`src/rtl/mc_bus_slave.sv`:
```
`default_nettype none
// ============================================================================
// Module   : mc_bus_slave
// Brief    : MCU parallel-bus slave with FIFO port, config registers and status.
// Revision : 1.0 - initial release
// ============================================================================
module mc_bus_slave #(
    parameter int                      MC_DATA_WIDTH = 16,
    parameter int                      MC_ADD_WIDTH  = 6,
    parameter int                      NUM_REGS      = 32,
    parameter logic [MC_ADD_WIDTH-1:0] STATUS_ADDR   = 6'h3F,
    parameter int                      SYNC_STAGES   = 2
) (
    input  logic                              clock,
    input  logic                              reset,
    input  logic                              mc_ce,
    input  logic                              mc_we,
    input  logic                              mc_oe,
    input  logic [MC_ADD_WIDTH-1:0]           mc_add,
    input  logic [MC_DATA_WIDTH-1:0]          mc_data_in,
    output logic [MC_DATA_WIDTH-1:0]          mc_data_out,
    output logic                              mc_data_oe,
    output logic [MC_DATA_WIDTH-1:0]          wr_fifo_data,
    output logic                              wr_fifo_push,
    input  logic                              wr_fifo_full,
    input  logic [MC_DATA_WIDTH-1:0]          rd_fifo_data,
    output logic                              rd_fifo_pop,
    input  logic                              rd_fifo_empty,
    output logic [NUM_REGS*MC_DATA_WIDTH-1:0] regs_out
);

    localparam logic [MC_ADD_WIDTH-1:0] c_num_regs = MC_ADD_WIDTH'(NUM_REGS);

    logic [SYNC_STAGES-1:0]   ce_sync_q, we_sync_q, oe_sync_q, warm_q;
    logic [MC_ADD_WIDTH-1:0]  add_sync_q [SYNC_STAGES];
    logic [MC_DATA_WIDTH-1:0] dat_sync_q [SYNC_STAGES];

    // Strobe flops idle high; address/data ride the same depth so they align.
    always_ff @(posedge clock or posedge reset) begin
        if (reset) begin
            ce_sync_q <= '1;
            we_sync_q <= '1;
            oe_sync_q <= '1;
            warm_q    <= '0;
            for (int i = 0; i < SYNC_STAGES; i++) begin
                add_sync_q[i] <= '0;
                dat_sync_q[i] <= '0;
            end
        end else begin
            ce_sync_q     <= {ce_sync_q[SYNC_STAGES-2:0], mc_ce};
            we_sync_q     <= {we_sync_q[SYNC_STAGES-2:0], mc_we};
            oe_sync_q     <= {oe_sync_q[SYNC_STAGES-2:0], mc_oe};
            warm_q        <= {warm_q[SYNC_STAGES-2:0], 1'b1};
            add_sync_q[0] <= mc_add;
            dat_sync_q[0] <= mc_data_in;
            for (int i = 1; i < SYNC_STAGES; i++) begin
                add_sync_q[i] <= add_sync_q[i-1];
                dat_sync_q[i] <= dat_sync_q[i-1];
            end
        end
    end

    logic                     ce_s, we_s, oe_s, warm_s;
    logic [MC_ADD_WIDTH-1:0]  add_s;
    logic [MC_DATA_WIDTH-1:0] dat_s;

    assign ce_s   = ce_sync_q[SYNC_STAGES-1];
    assign we_s   = we_sync_q[SYNC_STAGES-1];
    assign oe_s   = oe_sync_q[SYNC_STAGES-1];
    assign warm_s = warm_q[SYNC_STAGES-1];
    assign add_s  = add_sync_q[SYNC_STAGES-1];
    assign dat_s  = dat_sync_q[SYNC_STAGES-1];

    // Previous-strobe flops only go high once the chain holds real pin samples,
    // so a strobe already low at reset release never looks like a fresh fall.
    logic we_prev_q, oe_prev_q;

    always_ff @(posedge clock or posedge reset) begin
        if (reset) begin
            we_prev_q <= 1'b0;
            oe_prev_q <= 1'b0;
        end else begin
            we_prev_q <= warm_s & we_s;
            oe_prev_q <= warm_s & oe_s;
        end
    end

    logic wr_evt, rd_evt, is_fifo, is_status;

    assign wr_evt    = we_prev_q & ~we_s & ~ce_s;
    assign rd_evt    = oe_prev_q & ~oe_s & ~ce_s & we_s;
    assign is_fifo   = (add_s == '0);
    assign is_status = (add_s == STATUS_ADDR);

    logic wr_ovf_q, rd_unf_q, wr_ovf_d, rd_unf_d, sts_clr;

    assign sts_clr  = rd_evt & is_status;
    assign wr_ovf_d = (wr_ovf_q & ~sts_clr) | (wr_evt & is_fifo & wr_fifo_full);
    assign rd_unf_d = (rd_unf_q & ~sts_clr) | (rd_evt & is_fifo & rd_fifo_empty);

    logic [MC_DATA_WIDTH-1:0] rdata;

    always_comb begin
        rdata = '0;
        if (is_fifo) begin
            rdata = rd_fifo_empty ? '0 : rd_fifo_data;
        end else if (is_status) begin
            rdata[3:0] = {rd_fifo_empty, wr_fifo_full, rd_unf_q, wr_ovf_q};
        end else if (add_s < c_num_regs) begin
            for (int i = 1; i < NUM_REGS; i++) begin
                if (add_s == MC_ADD_WIDTH'(i)) begin
                    rdata = regs_out[i*MC_DATA_WIDTH +: MC_DATA_WIDTH];
                end
            end
        end
    end

    always_ff @(posedge clock or posedge reset) begin
        if (reset) begin
            wr_ovf_q     <= 1'b0;
            rd_unf_q     <= 1'b0;
            wr_fifo_push <= 1'b0;
            wr_fifo_data <= '0;
            rd_fifo_pop  <= 1'b0;
            mc_data_oe   <= 1'b0;
            mc_data_out  <= '0;
        end else begin
            wr_ovf_q     <= wr_ovf_d;
            rd_unf_q     <= rd_unf_d;
            wr_fifo_push <= wr_evt & is_fifo & ~wr_fifo_full;
            rd_fifo_pop  <= rd_evt & is_fifo & ~rd_fifo_empty;
            if (wr_evt && is_fifo && !wr_fifo_full) begin
                wr_fifo_data <= dat_s;
            end
            if (rd_evt) begin
                mc_data_out <= rdata;
                mc_data_oe  <= 1'b1;
            end else if (oe_s || ce_s || !we_s) begin
                mc_data_oe  <= 1'b0;
            end
        end
    end

    genvar gi;
    generate
        for (gi = 0; gi < NUM_REGS; gi++) begin : g_regs
            if (gi == 0) begin : g_zero
                assign regs_out[0 +: MC_DATA_WIDTH] = '0;
            end else begin : g_cfg
                logic [MC_DATA_WIDTH-1:0] cfg_q;
                always_ff @(posedge clock or posedge reset) begin
                    if (reset) begin
                        cfg_q <= '0;
                    end else if (wr_evt && add_s == MC_ADD_WIDTH'(gi)) begin
                        cfg_q <= dat_s;
                    end
                end
                assign regs_out[gi*MC_DATA_WIDTH +: MC_DATA_WIDTH] = cfg_q;
            end
        end
    endgenerate

endmodule
`default_nettype wire

```
`config.mk`:
```
export PLATFORM = sky130hd
export DESIGN_NAME = mc_bus_slave
export DESIGN_NICKNAME = d
export VERILOG_FILES = /design/src/rtl/mc_bus_slave.sv
export SDC_FILE = /design/constraint.sdc
export NUM_CORES = 1
export LEC_CHECK = 0
export BUFFER_PORTS_ARGS = -buffer_cell sky130_fd_sc_hd__buf_2
export CAP_MARGIN = 20
export CORE_ASPECT_RATIO = 2
export CORE_MARGIN = 2
export CORE_UTILIZATION = 50
export DETAILED_ROUTE_END_ITERATION = 10
export GPL_TIMING_DRIVEN = 0
export PLACE_DENSITY_LB_ADDON = 0.12
export SLEW_MARGIN = 10
export SYNTH_ARGS = -nofsm -noshare
export SYNTH_HDL_FRONTEND = slang
export SYNTH_SLANG_ARGS = --single-unit
export TNS_END_PERCENT = 10
```
`constraint.sdc`:
```
create_clock -name clock -period 21.1 [get_ports clock]
set_input_delay 3.165 -clock clock [delete_from_list [all_inputs] [get_ports clock]]
set_output_delay 3.165 -clock clock [all_outputs]
set_load 0.02 [all_outputs]
```
==> qor.txt, run 1 <==
Core region area = 50900 um2
Max Root-Sink Buffers = 3
Via count = 21.1k
Layout fillers = 4261
Switch Pwr = 646 uW
Final Non-Filler Cells = 3276
Max Clock Freq = 0.219 GHz
Die Y-Extent = 325 um
Routed WL = 115 mm
Critical path arrival = 5.25 ns
Part of the power in registers = 48.4%
Fin area = 31600 um2
Pins Over Slew Limit = 0
Postcts setup bufs = 0
Final worst path period need = 4.57 ns
Post-CTS Hold Buffers = 0
Clock Skews = 0.0219 ns
Synthesized flop and latch total = 587
Top FF cell, synth = dfrtp_1
Relative slew margins = 26.3%
Critical path required time = 21.78 ns
PortBufs = 575
Crit-path most repeated cell = buf_16
CP Class = input pin to asynchronous set/reset pin
Number of global-route vias before repair = 21.5k
Hold Fails Final Rpt = 0
Synth Cell Area = 25800 um2
Drt pass-1 iters = 6
CTS Root Buffer Type = clkbuf_16
Overflow after GRT = 0
Combinational fraction of design power = 9.0%
Worst-path clk slew = 0.07 ns
Commonest non-fill, non-tap cells in the layout = buf_2 (641), dfrtp_1 (581), mux2_2 (522)
Crit. End Element = asynchronous set/reset pin
Crit path max-delay cell type = buf_16
Crit-path cells = buf_2 > inv_8 > buf_16 > buf_16 > buf_16
TritonCTS clock tree = done
Vias per cell = 6.43
Status = finished clean
Total of max-cap violations = 0
R2R depth = 10
Die ar. = 53600 um2
Least-Margin Pin Slew = 1.10 ns
Worst skew pair latency = 0.62 ns
TritonCTS Buffers = 53
Top cell type's share of synthesized area = 56.3%
Initial Util = 50.7%
Cts repair resizes = 0
Starting DRT DRC Count = 2267
Die Span X = 165 um
I/O Pins = 592
Sw frac = 26.1%
Largest net degree at the start of global routing = 121
Total track usage = 42.5%
IR drop worst, VDD = 0.0761 mV
Worst Path Max Fanout = 120
HPWL Detailed = 88.9 mm
Lkg Pwr = 0.0170 uW
# placed instances = 3174
Top post-synthesis cells by area = dfrtp_1 (56%), mux2_2 (23%), a22oi_1 (2.3%)
P&R area growth vs syn = 22.4%
Drt wl/cell = 35.0 um
YS warnings = 0
Yosys cell types = 76
Final TNS setup = 0 ns
Max incr delay on CP = 0.46 ns
Post-DP Area = 29800 um2
Final Setup Violations = 0
Most common cell after layout, fill and taps aside = buf_2
DRC viols = 0
H-tree levels = 2
Initial antenna violation count = 10
Pre-CTS WS = 15.83 ns
CP startpoint kind = input pin
Synth Instances = 1923
Final setup margin = 16.53 ns
Int Pwr = 1830 uW
Worst Hold Depth = 0
Fraction of layout instances using a drive strength above 1 = 52.1%
Synth async-reset ratio = 100%
Syn_area_per_cell = 13.4 um2
PwrDens = 78.4 nW/um2
First-pass GRT wire length = 159 mm
Nets = 2621
FP Rows = 117
RSZ-0062 raised after global routing = false
Gpl congestion = 0.955
Post-synthesis sequential area ratio = 56.9%
Part of the cycle the worst path needs = 21.6%
Clock power frac = 42.5%
HP Class = flop to flop
DRT antenna net count = 0
Clock Sinks = 587
Post-synth top area cell = dfrtp_1
Post-synth EDFFs = 0
-- worst paths after layout --
kind | slack (ns) | endpoint | from
min | 0.35 | dat_s[8]$_DFF_PP0_ | dat_sync_q[24]$_DFF_PP0_
max reg2reg | 17.51 | mc_data_out[14]$_DFFE_PP0P_ | add_s[1]$_DFF_PP0_
min in group asynchronous | 2.53 | g_regs[11].g_cfg.cfg_q[12]$_DFFE_PP0P_ | reset
max | 16.53 | g_regs[28].g_cfg.cfg_q[7]$_DFFE_PP0P_ | reset
min reg2reg | 0.35 | dat_s[8]$_DFF_PP0_ | dat_sync_q[24]$_DFF_PP0_
max in group clock | 16.57 | wr_fifo_data[3]$_DFFE_PP0P_ | wr_fifo_full
-- through the flow --
stage / utilization, % / hold slack, ns / total power, uW
after global routing: 62.1 / 0.360 / 2540
after global placement: 58.1 / 0.333 / 1430
after floorplan: - / 0.331 / 1340
after CTS: 62.0 / 0.343 / 2480
after detailed placement: 58.4 / 0.336 / 1440
final: 62.1 / 0.345 / 2480
-- cell families (layout without fill, tap and decap cells) --
family | after synthesis | after routing | synth area share, %
other | 2 | 21 | 0.0291
buffers and inverters | 177 | 857 | 3.60
flip-flops | 587 | 587 | 56.9
AND/OR/NAND/NOR | 263 | 263 | 6.12
AO/OA/AOI/OAI | 358 | 358 | 10.0
multiplexers | 536 | 536 | 23.3
-- final cells by class --
| type | count | area, um2 | share of cell area [%] |
|---|---|---|---|
| Clock buffer | 73 | 1520 | 4.81 |
| Antenna cell | 4 | 10.0 | 0.0317 |
| Clock inverter | 24 | 330 | 1.04 |
| Timing Repair Buffer | 583 | 3040 | 9.61 |
| Inverter | 4 | 22.5 | 0.0712 |
| Buffer | 173 | 916 | 2.90 |
| Multi-Input combinational cell | 1174 | 10300 | 32.5 |
| Tap cell | 654 | 818 | 2.59 |
| Sequential cell | 587 | 14700 | 46.5 |
-- state kept, by name, indices dropped and copies added, names as in the netlist --
name                count
mc_data_oe              1
dat_s                  16
add_s                   6
add_sync_q              6
wr_fifo_data           16
dat_sync_q             16
wr_ovf_q                1
rd_unf_q                1
mc_data_out            16
ce_sync_q               2
rd_fifo_pop             1
oe_prev_q               1
we_prev_q               1
oe_sync_q               2
wr_fifo_push            1
we_sync_q               2
g_regs.g_cfg.cfg_q    496
warm_q                  2
-- synth_stat cells (4+ instances only) --
cell type	instances
a2111oi_0	5
a211oi_1	5
a21oi_1	64
a221oi_1	35
a222oi_1	13
a22o_1	27
a22oi_1	79
a31oi_1	12
and2_1	7
and3_1	11
buf_2	66
buf_4	33
buf_6	8
clkbuf_1	66
dfrtp_1	581
dfstp_2	6
inv_1	4
mux2_2	522
mux2i_1	13
nand2_1	66
nand2_2	12
nand2b_1	7
nand3_1	13
nand4_1	21
nand4b_1	4
nor2_1	44
nor2_2	5
nor2_4	13
nor2b_1	5
nor3_1	10
nor4_1	9
o211ai_1	10
o21ai_0	51
o221ai_1	4
o22a_1	4
o22ai_1	11
o31ai_1	6
or3_1	4
-- worst max-delay path, delay by kind of cell --
| kind | cells | cell delay (ns) |
|---|---|---|
| buffers and inverters | 5 | 1.76 |
-- power groups by stage --
stage	sequential, uW	combinational, uW	clock, uW
after detailed placement	1220	221	0
after global routing	1200	235	1100
after floorplan	1250	88.8	0
after CTS	1200	222	1060
final	1200	224	1050
after global placement	1220	214	0
-- metal layers --
layer  track usage, %  vias to the layer above  routed length (um)
met2             71.0                     1385               56200
li1                 -                     8440                   -
met4             32.7                        8               10900
met1             46.0                    10750               37700
met3             9.40                      476                9890
met5                0                        -                  50
Power figures use the tool's default switching activity.
==> inputs of run 2 (changes only) <==
- clock period: 21.1 -> 4.5 ns (I/O delays scaled with it)
==> qor.txt, run 2 (same netlist as run 1, synthesis figures left out) <==
Status = finished clean
I/O Pins = 592
HPWL Detailed = 89.9 mm
TritonCTS clock tree = done
Via count = 21.0k
Starting DRT DRC Count = 2045
IR drop worst, VDD = 0.373 mV
Most common cell after layout, fill and taps aside = buf_2
FP Rows = 117
Fraction of layout instances using a drive strength above 1 = 52.1%
Lkg Pwr = 0.0170 uW
Total track usage = 42.2%
CTS Root Buffer Type = clkbuf_16
Pins Over Slew Limit = 0
Postcts setup bufs = 0
DRC viols = 0
Clock Skews = 0.0196 ns
Die Y-Extent = 325 um
Least-Margin Pin Slew = 1.21 ns
CP Class = flop to flop
Crit-path most repeated cell = buf_2
Relative slew margins = 18.2%
Clock Sinks = 587
Crit path max-delay cell type = clkbuf_1
Max FFs per register = 496
Drt pass-1 iters = 6
TritonCTS Buffers = 53
Nets = 2633
Die ar. = 53600 um2
CP startpoint kind = flop
Crit. End Element = flop
Post-DP Area = 30000 um2
Critical path arrival = 4.08 ns
Initial antenna violation count = 7
Initial Util = 50.7%
# placed instances = 3186
PwrDens = 356 nW/um2
Crit-path cells = buf_6 > buf_2 > nor2b_1 > buf_2 > nand2_1 > clkbuf_1 > o32ai_1 > nor3_1 > o21ai_0 > a21oi_1
Total of max-cap violations = 0
Overflow after GRT = 0
Final worst path period need = 3.55 ns
Drt wl/cell = 34.6 um
Part of the cycle the worst path needs = 78.8%
Hold Fails Final Rpt = 0
Layout fillers = 4234
HP Class = input pin to asynchronous set/reset pin
PortBufs = 575
Vias per cell = 6.40
Worst skew pair latency = 0.61 ns
H-tree levels = 2
Number of global-route vias before repair = 21.7k
Largest net degree at the start of global routing = 41
Worst Path Max Fanout = 10
Final Non-Filler Cells = 3288
Worst-path clk slew = 0.06 ns
Core region area = 50900 um2
Gpl congestion = 0.949
Commonest non-fill, non-tap cells in the layout = buf_2 (641), dfrtp_1 (581), mux2_2 (522)
Critical path required time = 5.03 ns
Top reg by flops = g_regs.g_cfg.cfg_q
Post-CTS Hold Buffers = 0
First-pass GRT wire length = 159 mm
Die Span X = 165 um
Fin area = 31700 um2
Routed WL = 114 mm
P&R area growth vs syn = 22.6%
DRT antenna net count = 0
Final Setup Violations = 0
Max Root-Sink Buffers = 3
Cts repair resizes = 0
Max incr delay on CP = 0.62 ns
RSZ-0062 raised after global routing = false
Max Clock Freq = 0.282 GHz
## run 2: critical path, delay by kind of cell, from the launching register on
kind	cells	cell delay, ns
flops	1	0.39
simple gates	3	1.18
compound gates	3	0.60
buf+inv	4	1.27
## run 2: where the power goes
group | switching [uW] | leakage [uW] | total [uW] | internal (uW)
Combinational | 734 | 0.00816 | 1070 | 334
Sequential | 172 | 0.00800 | 5620 | 5450
Clock | 2070 | 0.000848 | 4590 | 2520
Total | 2980 | 0.0170 | 11300 | 8300
## run 2: metrics by stage
stage          util [%]  setup slack (ns)  total power (uW)  TNS [ns]  hold WS, ns
2_1_floorplan         -             -4.17              6260  -2435.17        0.331
3_3_place_gp       58.1             -7.21              6720  -4176.39        0.334
3_5_place_dp       58.8              1.02              6770         0        0.336
4_1_cts            62.1              1.00             11300         0       0.0783
5_1_grt            62.1             0.970             11600         0        0.106
6_report           62.2             0.954             11300         0       0.0825
## run 2: layout make-up
cell class,count,area (um2),area share (%)
inverter,4,18.8,0.0593
sequential,587,14700,46.4
clock inverter,18,173,0.545
clock buffer,76,1520,4.81
multi-input combinational,1174,10300,32.4
tap,654,818,2.58
antenna,7,17.5,0.0553
buffer,173,916,2.89
timing repair buffer,595,3240,10.2
## run 2: layer usage
metal / GRT usage [%] / routed length (um)
met1: 45.3 / 36900
met2: 70.3 / 55500
met3: 10.0 / 10100
met4: 33.3 / 11200
met5: 0 / 8
## run 2: path summary, 6_finish.rpt
check,start,slack [ns],endpoint,cells after the start
hold reg to reg,dat_sync_q[20]$_DFF_PP0_,0.35,dat_s[4]$_DFF_PP0_,0
setup / recovery,add_s[1]$_DFF_PP0_,0.95,mc_data_out[14]$_DFFE_PP0P_,10
setup reg to reg,add_s[1]$_DFF_PP0_,0.95,mc_data_out[14]$_DFFE_PP0P_,10
hold / removal,reset,0.08,g_regs[7].g_cfg.cfg_q[5]$_DFFE_PP0P_,2
max in group asynchronous,reset,3.00,we_sync_q[0]$_DFF_PP1_,6
min in group clock,mc_data_in[12],0.17,dat_sync_q[28]$_DFF_PP0_,1
